==> src/rtl/gpio_arb_pkg.sv <==
// Shared types and helpers for the GPIO APB arbiter.
// Round-robin pick function and FSM state encoding.
package gpio_arb_pkg;

  typedef enum logic [1:0] {
    IDLE,
    SETUP,
    ACCESS
  } state_t;

  localparam int DATA_W_DEF = 32;
  localparam int STRB_W     = DATA_W_DEF / 8;
  localparam int MAX_REQ    = 8;

  typedef struct packed {
    logic       found;
    logic [2:0] idx;
  } rr_t;

  // First set bit searching upward from last+1, wrapping modulo n.
  function automatic rr_t rr_pick(
    input logic [MAX_REQ-1:0] req,
    input logic [2:0]         last,
    input int                 n
  );
    rr_t r;
    int  j;
    r = '0;
    for (int i = 1; i <= MAX_REQ; i++) begin
      j = (int'(last) + i) % n;
      if (i <= n && !r.found && req[j[2:0]]) begin
        r.found = 1'b1;
        r.idx   = j[2:0];
      end
    end
    return r;
  endfunction

endpackage

==> src/rtl/gpio_rr_arbiter.sv <==
// Round-robin arbiter for the GPIO APB requesters.
// Holds the last grant; advances only when a grant is consumed.
module gpio_rr_arbiter
  import gpio_arb_pkg::*;
#(
  parameter int NREQ = 2,
  localparam int IW = (NREQ > 1) ? $clog2(NREQ) : 1
) (
  input  logic            pclk,
  input  logic            prstn,
  input  logic [NREQ-1:0] req,
  input  logic            advance,
  output logic [NREQ-1:0] grant,
  output logic [IW-1:0]   idx,
  output logic            any
);

  logic [IW-1:0] last_q;
  rr_t           pick;

  always_comb begin
    pick = rr_pick(MAX_REQ'(req), 3'(last_q), NREQ);
  end

  assign any   = pick.found;
  assign idx   = IW'(pick.idx);
  assign grant = pick.found ? (NREQ'(1) << idx) : '0;

  always_ff @(posedge pclk or negedge prstn) begin
    if (!prstn) begin
      last_q <= IW'(NREQ - 1);
    end else if (advance && pick.found) begin
      last_q <= idx;
    end
  end

endmodule

==> src/rtl/gpio_apb_arbiter.sv <==
// Shares one GPIO APB4 completer between NREQ requesters.
// Round-robin grant, SETUP/ACCESS sequencing, access watchdog.
module gpio_apb_arbiter
  import gpio_arb_pkg::*;
#(
  parameter int NREQ       = 2,
  parameter int DATA_W     = 32,
  parameter int PADDR_SIZE = 4,
  parameter int TIMEOUT    = 16
) (
  input  logic                     pclk,
  input  logic                     prstn,
  input  logic [NREQ-1:0]          req_valid,
  input  logic [NREQ-1:0]          req_write,
  input  logic [NREQ*PADDR_SIZE-1:0] req_addr,
  input  logic [NREQ*DATA_W-1:0]   req_wdata,
  input  logic [NREQ*DATA_W/8-1:0] req_strb,
  output logic [NREQ-1:0]          req_ready,
  output logic [NREQ-1:0]          rsp_valid,
  output logic [DATA_W-1:0]        rsp_rdata,
  output logic                     rsp_err,
  output logic                     psel,
  output logic                     penable,
  output logic                     pwrite,
  output logic [PADDR_SIZE-1:0]    paddr,
  output logic [DATA_W-1:0]        pwdata,
  output logic [DATA_W/8-1:0]      pstrb,
  input  logic                     pready,
  input  logic                     pslverr,
  input  logic [DATA_W-1:0]        prdata
);

  localparam int SW  = DATA_W / 8;
  localparam int IW  = (NREQ > 1) ? $clog2(NREQ) : 1;
  localparam int WDW = $clog2(TIMEOUT);

  state_t          state;
  logic [NREQ-1:0] grant;
  logic [IW-1:0]   gidx;
  logic [IW-1:0]   cur_idx;
  logic            any;
  logic            arb_en;
  logic            done;
  logic            tmo;
  logic            cmd_write;
  logic [SW-1:0]   cmd_strb;
  logic [WDW-1:0]  wd;

  gpio_rr_arbiter #(
    .NREQ(NREQ)
  ) u_arb (
    .pclk   (pclk),
    .prstn  (prstn),
    .req    (req_valid),
    .advance(arb_en),
    .grant  (grant),
    .idx    (gidx),
    .any    (any)
  );

  assign tmo    = (wd == WDW'(TIMEOUT - 1));
  assign done   = (state == ACCESS) && (pready || tmo);
  // Arbitrating in the completing ACCESS cycle gives 2-cycle streaming.
  assign arb_en = (state == IDLE) || done;

  assign req_ready = arb_en ? grant : '0;
  assign pwrite    = cmd_write;
  assign pstrb     = cmd_write ? cmd_strb : '0;

  always_ff @(posedge pclk or negedge prstn) begin
    if (!prstn) begin
      state     <= IDLE;
      psel      <= 1'b0;
      penable   <= 1'b0;
      paddr     <= '0;
      pwdata    <= '0;
      cmd_strb  <= '0;
      cmd_write <= 1'b0;
      cur_idx   <= '0;
      wd        <= '0;
      rsp_valid <= '0;
      rsp_rdata <= '0;
      rsp_err   <= 1'b0;
    end else begin
      rsp_valid <= '0;
      if (arb_en && any) begin
        cmd_write <= req_write[gidx];
        paddr     <= req_addr[int'(gidx)*PADDR_SIZE +: PADDR_SIZE];
        pwdata    <= req_wdata[int'(gidx)*DATA_W +: DATA_W];
        cmd_strb  <= req_strb[int'(gidx)*SW +: SW];
        cur_idx   <= gidx;
      end
      unique case (state)
        IDLE: begin
          if (any) begin
            state <= SETUP;
            psel  <= 1'b1;
          end
        end
        SETUP: begin
          state   <= ACCESS;
          penable <= 1'b1;
        end
        ACCESS: begin
          if (done) begin
            rsp_valid <= NREQ'(1) << cur_idx;
            rsp_rdata <= cmd_write ? '0 : prdata;
            rsp_err   <= pready ? pslverr : 1'b1;
            wd        <= '0;
            penable   <= 1'b0;
            if (any) begin
              state <= SETUP;
            end else begin
              state <= IDLE;
              psel  <= 1'b0;
            end
          end else begin
            wd <= wd + WDW'(1);
          end
        end
        default: begin
          state   <= IDLE;
          psel    <= 1'b0;
          penable <= 1'b0;
        end
      endcase
    end
  end

endmodule

==> config.mk <==
export PLATFORM = sky130hd
export DESIGN_NAME = gpio_apb_arbiter
export DESIGN_NICKNAME = d
export VERILOG_FILES = /design/src/rtl/gpio_arb_pkg.sv /design/src/rtl/gpio_rr_arbiter.sv /design/src/rtl/gpio_apb_arbiter.sv
export SDC_FILE = /design/constraint.sdc
export NUM_CORES = 1
export LEC_CHECK = 0
export ABC_AREA = 1
export BUFFER_PORTS_ARGS = -buffer_cell sky130_fd_sc_hd__buf_2
export CORE_MARGIN = 3
export CORE_UTILIZATION = 45
export DETAILED_ROUTE_END_ITERATION = 10
export HOLD_SLACK_MARGIN = 0.12
export MAX_ROUTING_LAYER = met4
export PLACE_DENSITY = 0.8
export SYNTH_ARGS = -nofsm -noshare
export SYNTH_HDL_FRONTEND = slang
export SYNTH_SLANG_ARGS = --single-unit
==> constraint.sdc <==
create_clock -name pclk -period 2.48 [get_ports pclk]
set_clock_uncertainty 0.05 [all_clocks]
set_input_delay 0.248 -clock pclk [delete_from_list [all_inputs] [get_ports pclk]]
set_output_delay 0.248 -clock pclk [all_outputs]
set_load 0.02 [all_outputs]
==> results.yml, run 1 <==
worst_setup_path:
  startpoint_type: "flop"
  path_max_fanout: 47
  regToRegStartpoint: "wd[0]$_DFFE_PN0P_"
  critPathKind: "flop to output port"
  cp.required_ns: 2.18
  cp_data_arrival_time_ns: 1.93
  startpoint: "wd[0]$_DFFE_PN0P_"
  end_kind: "output port"
placed_design:
  place_inst: 810
  gp_congestion: 0.877
  io_buffers: 199
  hpwl_um: 8000
timing:
  slew_violations: 0
  maxSlewHeadroom_pct: 69.4
  setup_violations: 0
  rsz0062_at_grt: "no"
  layout_min_cycle_time_ns: 2.23
  whs_ns: 0.134
  fin_crit_sh_pct: 89.8
  tightest_slew_ns: 0.458
  finalHoldViolations: 0
  fmaxAchievable_ghz: 0.449
  final.setup.tns_ns: 0
die:
  start_util_pct: 46.6
  core_um2: 8760
  die-area_um2: 10300
  io_pins: 200
  die_y_um: 101
  row_count: 34
  die_w_um: 101
min_path:
  hold_class: "input pin to flop"
  hp-start: "prdata[29]"
yosys:
  synth_top_family_by_area: "simple AND/OR/NAND/NOR gates"
  synth-simple-area-share_pct: 35.6
  ys_types: 20
  synth-seq-cells: 86
  avgSynthCellArea_um2: 7.72
  synth_fa_ha_area_share_pct: 0.306
  synth-seq-area-share_pct: 52.7
  synthMuxAreaShare_pct: 0.245
  synthesis.area_um2: 4090
  synthXorXnorAreaFrac_pct: 0.214
  synth_warnings: 0
  synth_nets: 650
  syn_inst: 529
  synth-compound-area-share_pct: 4.35
cells_and_area:
  final_cell_mix: "nand2_1, buf_2, nand3_1"
  fin_nets: 847
  final_cells: 839
  area_growth_pct: 34.6
  n_antenna_cell: 0
  drive_gt1_share_pct: 31.6
  final_common_cell: "nand2_1"
  fillers: 754
clocking:
  post_cts_buffers: 0
  clk_pin_slew_worst_paths_ns: 0.08
  clock-sinks: 86
  cts_root_buf: "clkbuf_8"
  clk_path_buf_depth: 2
  cts_buffers: 9
  tritoncts: "built"
  cts_max_level: 3
  clk_latency_ns: 0.34
detailed_routing:
  drtIter0Drc: 167
  via_per_inst: 4.93
  vias: 4138
  wl_um: 11200
  wire_per_inst_um: 13.4
  drcViolationCount: 0
  final_antenna_net_count: 0
  first_pass_iters: 4
grt:
  grt_pass1_vias: 3896
  grt_usage_pct: 22.6
  antenna_found_initial: 0
  grt_pass1_wl_um: 18000
  grt_max_degree: 52
  grt_overflow: 0
run:
  maxCapViolCount: 0
status:
  outcome: "complete, no violations"
power_and_ir_drop:
  leakagePower_uw: 0.00328
  power_density_nw_per_um2: 1170
  vdd_drop_max_v: 0.000683
==> Yosys cell counts, drive strengths merged <==
cell	number	area share, %
o21ai	34	4.2
nand2	255	24
dfrtp	85	52
xor2	1	0.21
mux2i	1	0.25
inv	16	1.5
dfstp	1	0.64
nor2	10	1.2
clkbuf	18	1.7
o21bai	1	0.18
nand3	88	11
ha	1	0.31
buf	18	3.4
==> power by group <==
| part | internal, uW | leakage (uW) | switching (uW) |
|---|---|---|---|
| Combinational | 920 | 0.00207 | 1900 |
| Sequential | 2010 | 0.00108 | 368 |
| Clock | 772 | 0.000130 | 474 |
==> worst max-delay path, cell delays in order (launching register included) <==
cell and delay (ns):
dfrtp_1 0.40, ha_1 0.20, nand3_1 0.12, nand3_2 0.10
buf_6 0.32, nand3_1 0.19, inv_1 0.08, buf_2 0.16
==> metrics by stage <==
stage / util, % / power (uW) / cell area [um2] / worst slack (ns)
after global placement: 58.2 / 5130 / 5100 / 0.566
after CTS: 62.6 / 6500 / 5490 / 0.115
after floorplan: - / 4230 / 4090 / 0.861
final: 62.7 / 6440 / 5500 / 0.252
after global routing: 62.7 / 6940 / 5500 / 0.0600
after detailed placement: 58.2 / 5220 / 5100 / 0.505
==> metal layers <==
| layer | GRT usage, % | vias to the layer above | routed length (um) |
|---|---|---|---|
| met5 | - | - | 0 |
| met4 | 6.85 | 0 | 123 |
| met3 | 4.41 | 12 | 878 |
| met2 | 36.5 | 196 | 5390 |
| met1 | 28.9 | 1866 | 4840 |
| li1 | - | 2064 | - |
==> registers in the layout, summed over array words and instances, names as in the netlist <==
signal        count
pwdata           32
rsp_rdata        32
cmd_strb          4
paddr             4
wd                4
rsp_valid         2
state             2
cur_idx           1
penable           1
psel              1
pwrite            1
rsp_err           1
u_arb.last_q      1
==> cells by family (layout without fill, tap and decap cells) <==
family,after synthesis,after routing
simple gates,353,353
flops,86,86
buf+inv,52,254
compound gates,35,35
fa+ha+maj,1,1
xor+xnor,1,1
mux,1,1
==> final cells by class <==
cell class / instances / area [um2] / share of cell area [%]
Multi-Input combinational cell: 391 / 1670 / 30.4
Inverter: 16 / 60.1 / 1.09
Timing Repair Buffer: 222 / 1220 / 22.2
Clock buffer: 10 / 128 / 2.32
Tap cell: 108 / 135 / 2.46
Sequential cell: 86 / 2150 / 39.2
Clock inverter: 6 / 134 / 2.43
==> path summary, 6_finish.rpt <==
check / endpoint / slack (ns) / cells after the start
worst max-delay path: req_ready[1] / 0.25 / 7
worst min-delay path: rsp_rdata[29]$_DFFE_PN0P_ / 0.13 / 3
worst max register to register: cmd_strb[0]$_DFFE_PN0P_ / 0.65 / 7
worst min register to register: pwdata[8]$_DFFE_PN0P_ / 0.42 / 2
max in group asynchronous: u_arb.last_q$_DFFE_PN1P_ / 1.32 / 3
min in group asynchronous: rsp_rdata[11]$_DFFE_PN0P_ / 0.36 / 2
==> repair_timing <==
item / in CTS / in global routing
endpoints found under the hold margin: 46 / 1
gates resized for setup: 0 / 1
endpoints found under the setup margin: 0 / 1
hold buffers: 12 / 1
Note: power is estimated with default switching activity, not from simulation.
==> run 2: changes to the inputs <==
--- a/config.mk
+++ b/config.mk
@@ -13,6 +13,8 @@
 export HOLD_SLACK_MARGIN = 0.12
 export MAX_ROUTING_LAYER = met4
 export PLACE_DENSITY = 0.8
+export REMOVE_ABC_BUFFERS = 1
+export SLEW_MARGIN = 15
 export SYNTH_ARGS = -nofsm -noshare
 export SYNTH_HDL_FRONTEND = slang
 export SYNTH_SLANG_ARGS = --single-unit
==> constraint.sdc (replaced) <==
create_clock -name pclk -period 2.8 [get_ports pclk]
set_clock_uncertainty 0.05 [all_clocks]
set_input_delay 0.28 -clock pclk [delete_from_list [all_inputs] [get_ports pclk]]
set_output_delay 0.28 -clock pclk [all_outputs]
set_load 0.02 [all_outputs]
==> run 2 against run 1 <==
  * Critical path depth did not move
  * Global-route usage down 0.74 points
  * Combinational power down 13%
  * Die area is the same
  * Largest cell class unchanged
==> results.yml, run 2 (synthesis results as in run 1) <==
grt:
  antenna_found_initial: 0
  grt_usage_pct: 21.9
  grt_max_degree: 87
  grt_pass1_vias: 3771
  grt_pass1_wl_um: 17400
  grt_overflow: 0
detailed_routing:
  wire_per_inst_um: 13.3
  via_per_inst: 4.93
  drcViolationCount: 0
  wl_um: 11000
  first_pass_iters: 4
  final_antenna_net_count: 0
  drtIter0Drc: 131
  vias: 4070
cells_and_area:
  final_common_cell: "nand2_1"
  design_area_um2: 5300
  fin_nets: 833
  final_cell_mix: "nand2_1, buf_2, nand3_1"
  n_antenna_cell: 0
  area_growth_pct: 29.7
  largestRegisters: "pwdata (32), rsp_rdata (32)"
  drive_gt1_share_pct: 31.9
  post-route-util_pct: 60.5
power_and_ir_drop:
  clockPowerShare_pct: 15.8
  leakagePower_uw: 0.00319
  netSwitchingPower_uw: 2410
  pwr-share-seq_pct: 38.7
  swShare_pct: 44.4
  combinationalPowerShare_pct: 45.5
  power_density_nw_per_um2: 1020
  vdd_drop_max_v: 0.000393
  p_int_uw: 3010
clocking:
  cts_root_buf: "clkbuf_8"
  clk_latency_ns: 0.34
  post_cts_resized: 0
  ctsHoldBuffers: 1
  cts_buffers: 9
  clock-sinks: 86
  cts_max_level: 3
  tritoncts: "built"
  post_cts_buffers: 0
  clk_pin_slew_worst_paths_ns: 0.09
  clk_path_buf_depth: 2
run:
  maxCapViolCount: 0
worst_setup_path:
  critPathTopFamily: "buffers and inverters"
  critPathMaxStageDelay_ns: 0.41
  cp.required_ns: 2.47
  path_common_cell: "nand3_1"
  path_depth: 7
  reg2reg_depth: 7
  end_kind: "output port"
  critPathKind: "flop to output port"
  cp_data_arrival_time_ns: 2.05
  path_max_fanout: 47
  slowest_stage: "buf_4"
  cp_num_buf_inv: 3
  path_cells: "ha_1 > nand3_1 > nand3_2 > buf_4 > nand3_1 > inv_1 > buf_2"
  startpoint_type: "flop"
die:
  start_util_pct: 46.6
  die_y_um: 101
  io_pins: 200
  die_w_um: 101
  row_count: 34
  core_um2: 8760
  die-area_um2: 10300
timing:
  fin_crit_sh_pct: 84.9
  tightest_slew_ns: 0.912
  slew_violations: 0
  finalHoldViolations: 0
  setup_violations: 0
  fmaxAchievable_ghz: 0.421
  rsz0062_at_grt: "no"
  final.setup.tns_ns: 0
  layout_min_cycle_time_ns: 2.38
  maxSlewHeadroom_pct: 39.1
placed_design:
  io_buffers: 199
  gp_congestion: 0.832
  place_area_um2: 5070
  hpwl_um: 7950
min_path:
  hold-path-cell-count: 3
  hold_class: "input pin to flop"
status:
  outcome: "complete, no violations"
[run 2: metrics by stage]
step                      cells  hold WS, ns  setup WS, ns  total power (uW)
after floorplan             493      -0.0656        0.0710              3610
after global placement      807        0.399         0.855              4530
after detailed placement    807        0.403         0.788              4600
after CTS                   824        0.128         0.394              5480
after global routing        825        0.137         0.240              5880
final                       825        0.153         0.422              5420
[run 2: path summary, 6_finish.rpt]
check,endpoint,start,slack [ns]
max,req_ready[1],wd[0]$_DFFE_PN0P_,0.42
min,rsp_rdata[14]$_DFFE_PN0P_,prdata[14],0.15
max reg2reg,pwdata[0]$_DFFE_PN0P_,wd[0]$_DFFE_PN0P_,0.95
min reg2reg,rsp_valid[0]$_DFF_PN0_,cur_idx$_DFFE_PN0P_,0.41
max in group asynchronous,u_arb.last_q$_DFFE_PN1P_,prstn,1.64
min in group asynchronous,rsp_rdata[7]$_DFFE_PN0P_,prstn,0.40
[run 2: metal layers]
layer	share of wire (%)	GRT usage, %
met5	0	-
met4	1.5	7.36
met3	9.3	4.82
met2	46	34.9
met1	43	27.6
[run 2: area by class of cell]
class                           count  area [um2]
Sequential cell                    86        2150
Fill cell                         817        3460
Clock buffer                       11         141
Clock inverter                      5        58.8
Multi-Input combinational cell    391        1670
Timing Repair Buffer              208        1080
Inverter                           16        60.1
Tap cell                          108         135
[run 2: tightest hold or removal path, cell delays in order]
cell and delay, ns:
buf_2 0.10, nand2_1 0.05, o21ai_0 0.07
[run 2: power groups by stage]
stage / sequential, uW / clock (uW) / combinational, uW
3_3_place_gp: 2110 / 0 / 2420
4_1_cts: 2100 / 889 / 2490
3_5_place_dp: 2110 / 0 / 2500
2_1_floorplan: 2650 / 0 / 961
5_1_grt: 2160 / 958 / 2750
6_report: 2100 / 855 / 2460
